[src/rtl/design_select_ctrl_if.sv]
// Host-side handshake bundle for design_select_ctrl: select requests in, status out.
interface design_select_ctrl_if;
  logic       req_valid;
  logic [5:0] req_sel;
  logic       req_reset_only;
  logic       hold_mode;
  logic       req_ready;
  logic       busy;
  logic       err_unpop;
  logic [7:0] switch_count;

  modport master (
    output req_valid, req_sel, req_reset_only, hold_mode,
    input  req_ready, busy, err_unpop, switch_count
  );

  modport slave (
    input  req_valid, req_sel, req_reset_only, hold_mode,
    output req_ready, busy, err_unpop, switch_count
  );
endinterface

[src/rtl/design_select_ctrl.sv]
// Sequences a safe switch of the active design slot: blank outputs, change des_sel,
// hold the new design in reset, settle, then re-enable the multiplexer outputs.
module design_select_ctrl #(
  parameter logic [5:0]  DEFAULT_SEL    = 6'd1,
  parameter logic [63:0] POPULATED_MASK = 64'h0000_0FFF_FFFF_F83E,
  parameter int unsigned DRAIN_CYCLES   = 2,
  parameter int unsigned RST_CYCLES     = 4,
  parameter int unsigned SETTLE_CYCLES  = 2
) (
  input  logic                 clock,
  input  logic                 reset,
  design_select_ctrl_if.slave  host,
  output logic [5:0]           des_sel,
  output logic                 hold_if_not_sel,
  output logic                 des_rst,
  output logic                 io_out_en
);

  localparam int unsigned CntW = 16;

  typedef enum logic [1:0] {StIdle, StDrain, StReset, StSettle} state_e;

  state_e          state_q, state_d;
  logic [CntW-1:0] cnt_q, cnt_d;
  logic [5:0]      pend_sel_q, pend_sel_d;
  logic            pend_hold_q, pend_hold_d;
  logic [5:0]      des_sel_q, des_sel_d;
  logic            hold_q, hold_d;
  logic            des_rst_q, des_rst_d;
  logic            io_out_en_q, io_out_en_d;
  logic            err_q, err_d;
  logic [7:0]      count_q, count_d;

  logic accept;
  logic unpop;

  assign accept = host.req_valid & (state_q == StIdle);
  // A reset-only request targets the current slot, which is always considered valid.
  assign unpop  = ~host.req_reset_only & ~POPULATED_MASK[host.req_sel];

  // State register and all registered outputs.
  always_ff @(posedge clock or negedge reset) begin
    if (!reset) begin
      state_q     <= StIdle;
      cnt_q       <= '0;
      pend_sel_q  <= DEFAULT_SEL;
      pend_hold_q <= 1'b0;
      des_sel_q   <= DEFAULT_SEL;
      hold_q      <= 1'b0;
      des_rst_q   <= 1'b0;
      io_out_en_q <= 1'b1;
      err_q       <= 1'b0;
      count_q     <= '0;
    end else begin
      state_q     <= state_d;
      cnt_q       <= cnt_d;
      pend_sel_q  <= pend_sel_d;
      pend_hold_q <= pend_hold_d;
      des_sel_q   <= des_sel_d;
      hold_q      <= hold_d;
      des_rst_q   <= des_rst_d;
      io_out_en_q <= io_out_en_d;
      err_q       <= err_d;
      count_q     <= count_d;
    end
  end

  // Next-state logic; each state loads its own window length minus one.
  always_comb begin
    state_d = state_q;
    cnt_d   = cnt_q;
    unique case (state_q)
      StIdle: begin
        if (accept && !unpop) begin
          state_d = StDrain;
          cnt_d   = CntW'(DRAIN_CYCLES - 1);
        end
      end
      StDrain: begin
        if (cnt_q == '0) begin
          state_d = StReset;
          cnt_d   = CntW'(RST_CYCLES - 1);
        end else begin
          cnt_d = cnt_q - 1'b1;
        end
      end
      StReset: begin
        if (cnt_q == '0) begin
          state_d = StSettle;
          cnt_d   = CntW'(SETTLE_CYCLES - 1);
        end else begin
          cnt_d = cnt_q - 1'b1;
        end
      end
      StSettle: begin
        if (cnt_q == '0) begin
          state_d = StIdle;
          cnt_d   = '0;
        end else begin
          cnt_d = cnt_q - 1'b1;
        end
      end
      default: begin
        state_d = StIdle;
        cnt_d   = '0;
      end
    endcase
  end

  // Output logic: next values of the registered outputs, derived from the transition.
  always_comb begin
    pend_sel_d  = pend_sel_q;
    pend_hold_d = pend_hold_q;
    des_sel_d   = des_sel_q;
    hold_d      = hold_q;
    count_d     = count_q;
    io_out_en_d = (state_d == StIdle);
    des_rst_d   = (state_d == StReset);
    err_d       = accept & unpop;

    if (accept) begin
      pend_sel_d  = host.req_reset_only ? des_sel_q : host.req_sel;
      pend_hold_d = host.hold_mode;
    end

    if (state_q == StDrain && state_d == StReset) begin
      des_sel_d = pend_sel_q;
      hold_d    = pend_hold_q;
    end

    if (state_q == StSettle && state_d == StIdle) begin
      count_d = count_q + 8'd1;
    end
  end

  assign host.req_ready    = (state_q == StIdle);
  assign host.busy         = (state_q != StIdle);
  assign host.err_unpop    = err_q;
  assign host.switch_count = count_q;

  assign des_sel         = des_sel_q;
  assign hold_if_not_sel = hold_q;
  assign des_rst         = des_rst_q;
  assign io_out_en       = io_out_en_q;

endmodule

[src/flat_wrapper.sv]
// flat-port wrapper written by rule: the top's interface ports become plain ports
module design_select_ctrl_flat 
#(
  parameter logic [5:0]  DEFAULT_SEL    = 6'd1,
  parameter logic [63:0] POPULATED_MASK = 64'h0000_0FFF_FFFF_F83E,
  parameter int unsigned DRAIN_CYCLES   = 2,
  parameter int unsigned RST_CYCLES     = 4,
  parameter int unsigned SETTLE_CYCLES  = 2
)
  (clock, reset, des_sel, hold_if_not_sel, des_rst, io_out_en, host_req_valid, host_req_sel, host_req_reset_only, host_hold_mode, host_req_ready, host_busy, host_err_unpop, host_switch_count);
  design_select_ctrl_if host_i ();
  input  logic clock;
  input  logic reset;
  output logic [5:0] des_sel;
  output logic hold_if_not_sel;
  output logic des_rst;
  output logic io_out_en;
  input wire logic [$bits(host_i.req_valid)-1:0] host_req_valid;
  input wire logic [$bits(host_i.req_sel)-1:0] host_req_sel;
  input wire logic [$bits(host_i.req_reset_only)-1:0] host_req_reset_only;
  input wire logic [$bits(host_i.hold_mode)-1:0] host_hold_mode;
  output wire logic [$bits(host_i.req_ready)-1:0] host_req_ready;
  output wire logic [$bits(host_i.busy)-1:0] host_busy;
  output wire logic [$bits(host_i.err_unpop)-1:0] host_err_unpop;
  output wire logic [$bits(host_i.switch_count)-1:0] host_switch_count;
  assign host_i.req_valid = host_req_valid;
  assign host_i.req_sel = host_req_sel;
  assign host_i.req_reset_only = host_req_reset_only;
  assign host_i.hold_mode = host_hold_mode;
  assign host_req_ready = host_i.req_ready;
  assign host_busy = host_i.busy;
  assign host_err_unpop = host_i.err_unpop;
  assign host_switch_count = host_i.switch_count;
  design_select_ctrl #(.DEFAULT_SEL(DEFAULT_SEL), .POPULATED_MASK(POPULATED_MASK), .DRAIN_CYCLES(DRAIN_CYCLES), .RST_CYCLES(RST_CYCLES), .SETTLE_CYCLES(SETTLE_CYCLES)) u_core (.clock(clock), .reset(reset), .host(host_i), .des_sel(des_sel), .hold_if_not_sel(hold_if_not_sel), .des_rst(des_rst), .io_out_en(io_out_en));
endmodule
[config.mk]
export PLATFORM = sky130hd
export DESIGN_NAME = design_select_ctrl_flat
export DESIGN_NICKNAME = d
export VERILOG_FILES = /design/src/rtl/design_select_ctrl_if.sv /design/src/rtl/design_select_ctrl.sv /design/src/flat_wrapper.sv
export SDC_FILE = /design/constraint.sdc
export NUM_CORES = 1
export LEC_CHECK = 0
export BUFFER_PORTS_ARGS = -buffer_cell sky130_fd_sc_hd__buf_4
export CORE_MARGIN = 8
export CORE_UTILIZATION = 51
export CTS_BUF_LIST = sky130_fd_sc_hd__clkbuf_16
export DETAILED_ROUTE_END_ITERATION = 10
export PLACE_DENSITY = 0.84
export SYNTH_ARGS = -nofsm -noshare
export SYNTH_HDL_FRONTEND = slang
export SYNTH_SLANG_ARGS = --single-unit
[constraint.sdc]
create_clock -name clock -period 2.45 [get_ports clock]
set_clock_uncertainty 0.2 [all_clocks]
set_input_delay 0.245 -clock clock [delete_from_list [all_inputs] [get_ports clock]]
set_output_delay 0.245 -clock clock [all_outputs]
set_load 0.02 [all_outputs]
==> flow_metrics.env <==
export IMPL_status="complete, no violations"
export IMPL_grt_max_degree=44
export IMPL_tns_ps=0
export IMPL_hp_class="primary input to register"
export IMPL_cts_buffers=5
export IMPL_critPathCaptureType="register"
export IMPL_postLayoutCoreUtil=0.6520
export IMPL_synth_area_sq_mm=0.002197
export IMPL_worstSkewPairLatency_ps=290
export IMPL_setup_ws_ps=33.95
export IMPL_ir_drop_uv=372.8
export IMPL_r2r_cells=6
export IMPL_routed_via_density=5.931
export IMPL_switchingPower_mw=0.3089
export IMPL_fmax_mhz=413.9
export IMPL_routedWlPerCell_um=16.50
export IMPL_chipWidth_um=81.64
export IMPL_ys_warn_count=0
export IMPL_layout_common_cells="buf_4 (51), dfrtp_1 (40), nor2_1 (14)"
export IMPL_die_h_um=81.64
export IMPL_dr_max_layer_used="met4"
export IMPL_p_sw_frac=0.2166
export IMPL_vias=1880
export IMPL_ant_nets=0
export IMPL_p_comb_frac=0.044
export IMPL_seqPwrFrac=0.506
export IMPL_finalInstanceArea_sq_mm=0.002780
export IMPL_pwr_share_clk=0.450
export IMPL_h_tree_depth=2
export IMPL_period_share=0.9861
export IMPL_first_pass_iters=4
export IMPL_crit_required_ps=2410
export IMPL_dp_hpwl_um=3660
export IMPL_power_internal_mw=1.117
export IMPL_critPathLaunchType="register"
export IMPL_leakage_nw=1.318
export IMPL_grt_pass1_wl_um=8921
export IMPL_reg2reg_to="u_core.cnt_q[9]"
export IMPL_cp_arrival_ps=2380
export IMPL_synthCells=212
export IMPL_grt_ovfl_total=0
export IMPL_drc=0
export IMPL_post_route_min_period_ps=2416
export IMPL_max_slew_worst_pin_slew_ps=676.3
export IMPL_io_buffers=30
export IMPL_r2r_start="u_core.cnt_q[5]"
export IMPL_worst_path_max_fanout=9
export IMPL_syn_to_final_growth_pct=26.54
export IMPL_cts_root_buf="clkbuf_16"
export IMPL_tritoncts="done"
export IMPL_critical_path_class="register to register"
export IMPL_synth_edf_count=0
export IMPL_max_slew_margin=0.5491
export IMPL_hold_viol=0
export IMPL_powerDensity_mw_per_mm2=513.0
export IMPL_initial_utilization=0.5153
export IMPL_clkTransAtPathRegs_ps=60
export IMPL_fp_coreArea_sq_mm=0.004264
export IMPL_layout_drive_gt1_share=0.3283
export IMPL_synth_top_cell_area_share=0.4556
export IMPL_finalSetupViolCount=0
export IMPL_antenna_found_initial=0
export IMPL_pin_count=31
export IMPL_placed_area_sq_mm=0.002584
export IMPL_clk_path_buf_depth=2
export IMPL_wirelength_met1_um=2138
export IMPL_post_place_ws_ps=24.06
export IMPL_drt_iter0_markers=193
export IMPL_seq_area_frac_synth=0.4915
export IMPL_grt_total_usage=0.1734
export IMPL_synthesis_nets=226
export IMPL_ys_seq_elements=43
export IMPL_wl_met2_um=2483
export IMPL_avgSynthCellArea_sq_um=10.36
export IMPL_async_flop_share=1.000
export IMPL_synthTopCellsByArea="dfrtp_1 (46%), mux2_2 (4.6%), dfstp_2 (3.6%), nor3_1 (3.0%), mux2i_1 (2.7%)"
export IMPL_numClockSinks=43
export IMPL_hold_end="u_core.pend_sel_q[0]"
export IMPL_slew_violations=0
export IMPL_max_cap_violations=0
export IMPL_r2r_slack_ps=30
export IMPL_rows=24
export IMPL_gp_congestion=0.8797
export IMPL_holdPathStages=3
export IMPL_rsz0062_at_grt="true"
export IMPL_finalPower_mw=1.426
export IMPL_synthFlopType="dfrtp_1"
export IMPL_n_antenna_cell=0
export IMPL_synth_area_leader_cell="dfrtp_1"
export IMPL_layout_commonest_cell="buf_4"
export IMPL_die_area_sq_mm=0.006664
export IMPL_min_delay_start="host_req_sel[0]"
export IMPL_nets=278
export IMPL_ys_types=50
export IMPL_dr_wl_met3_um=436
export IMPL_routed_wl_um=5229
export IMPL_grt_pass1_vias=1891
[routing by layer]
layer | GRT usage | vias up
met1 | 0.2177 | 907
met5 | 0 | -
met3 | 0.05689 | 20
met4 | 0.08596 | 0
li1 | - | 875
met2 | 0.2633 | 78
[worst max-delay path, cell delays in order, from the launching register on]
cell and delay, ps:
dfrtp_1 410, or4_4 570, nor3_2 230, buf_4 150, a21oi_1 200, and3_1 260
a221o_1 270
[cell type report]
class                           count  area (sq um)
Sequential cell                    43          1080
Inverter                            6         22.52
Multi-Input combinational cell    155          1069
Timing Repair Buffer               53         402.9
Fill cell                         338          1484
Clock buffer                        5         125.1
Clock inverter                      3         16.27
Tap cell                           52         65.06
[worst max path at each step]
stage,from,to,slack (ps)
CTS,u_core.cnt_q[7],u_core.cnt_q[9],8
detailed placement,u_core.cnt_q[7],u_core.cnt_q[9],20
global placement,u_core.cnt_q[7],u_core.cnt_q[9],60
global route,u_core.cnt_q[5],u_core.des_sel[1],-40
floorplan,u_core.cnt_q[0],u_core.cnt_q[10],50
finish,u_core.cnt_q[5],u_core.cnt_q[9],30
[cells in the mapped netlist, drive strengths merged (2+ instances only)]
cell / count
nand4: 3
clkbuf: 6
or3b: 2
mux2: 9
o221ai: 2
o21ai: 12
xnor2: 6
nor2: 17
a221o: 2
nand3: 5
and3: 9
mux2i: 6
o22ai: 3
o211ai: 2
or2: 4
a21oi: 9
nand2b: 5
o21ba: 2
or3: 5
dfstp: 3
inv: 6
nand2: 13
xor2: 2
buf: 2
a21o: 2
ha: 3
dfrtp: 40
or4: 2
nor3: 13
a211o: 4
[what timing repair did]
action,4_1_cts,5_1_grt
endpoints found under the setup margin,4,8
endpoints found under the hold margin,41,0
setup buffers,0,3
resized for setup,1,2
hold buffers,2,0
pin swaps,0,1
[state kept, by name (all words and copies together) (netlist names)]
register	count
u_core.cnt_q	16
u_core.des_rst	1
u_core.des_sel	6
u_core.hold_if_not_sel	1
u_core.host.err_unpop	1
u_core.host.switch_count	8
u_core.io_out_en	1
u_core.pend_hold_q	1
u_core.pend_sel_q	6
u_core.state_q	2
[power groups by stage]
stage / registers (mW) / logic, mW / clock network (mW)
4_1_cts: 0.722 / 0.0638 / 0.650
2_1_floorplan: 0.734 / 0.0242 / 0
3_3_place_gp: 0.734 / 0.0591 / 0
5_1_grt: 0.722 / 0.0704 / 0.680
3_5_place_dp: 0.735 / 0.0607 / 0
6_report: 0.722 / 0.0628 / 0.641
[kinds of logic after synthesis]
family | synth area share
AO/OA/AOI/OAI | 0.1526
flip-flops | 0.4915
multiplexers | 0.07346
adder cells (fa/ha/maj) | 0.01709
XOR/XNOR | 0.03189
buffers and inverters | 0.02790
AND/OR/NAND/NOR | 0.2056
[through the flow]
| stage | std cells | hold WS, ps |
|---|---|---|
| detailed placement | 304 | 70.10 |
| global route | 317 | 82.31 |
| CTS | 314 | 70.12 |
| floorplan | 212 | -250.6 |
| finish | 317 | 73.30 |
| global placement | 304 | 67.21 |
Note: power is estimated with default switching activity, not from simulation.
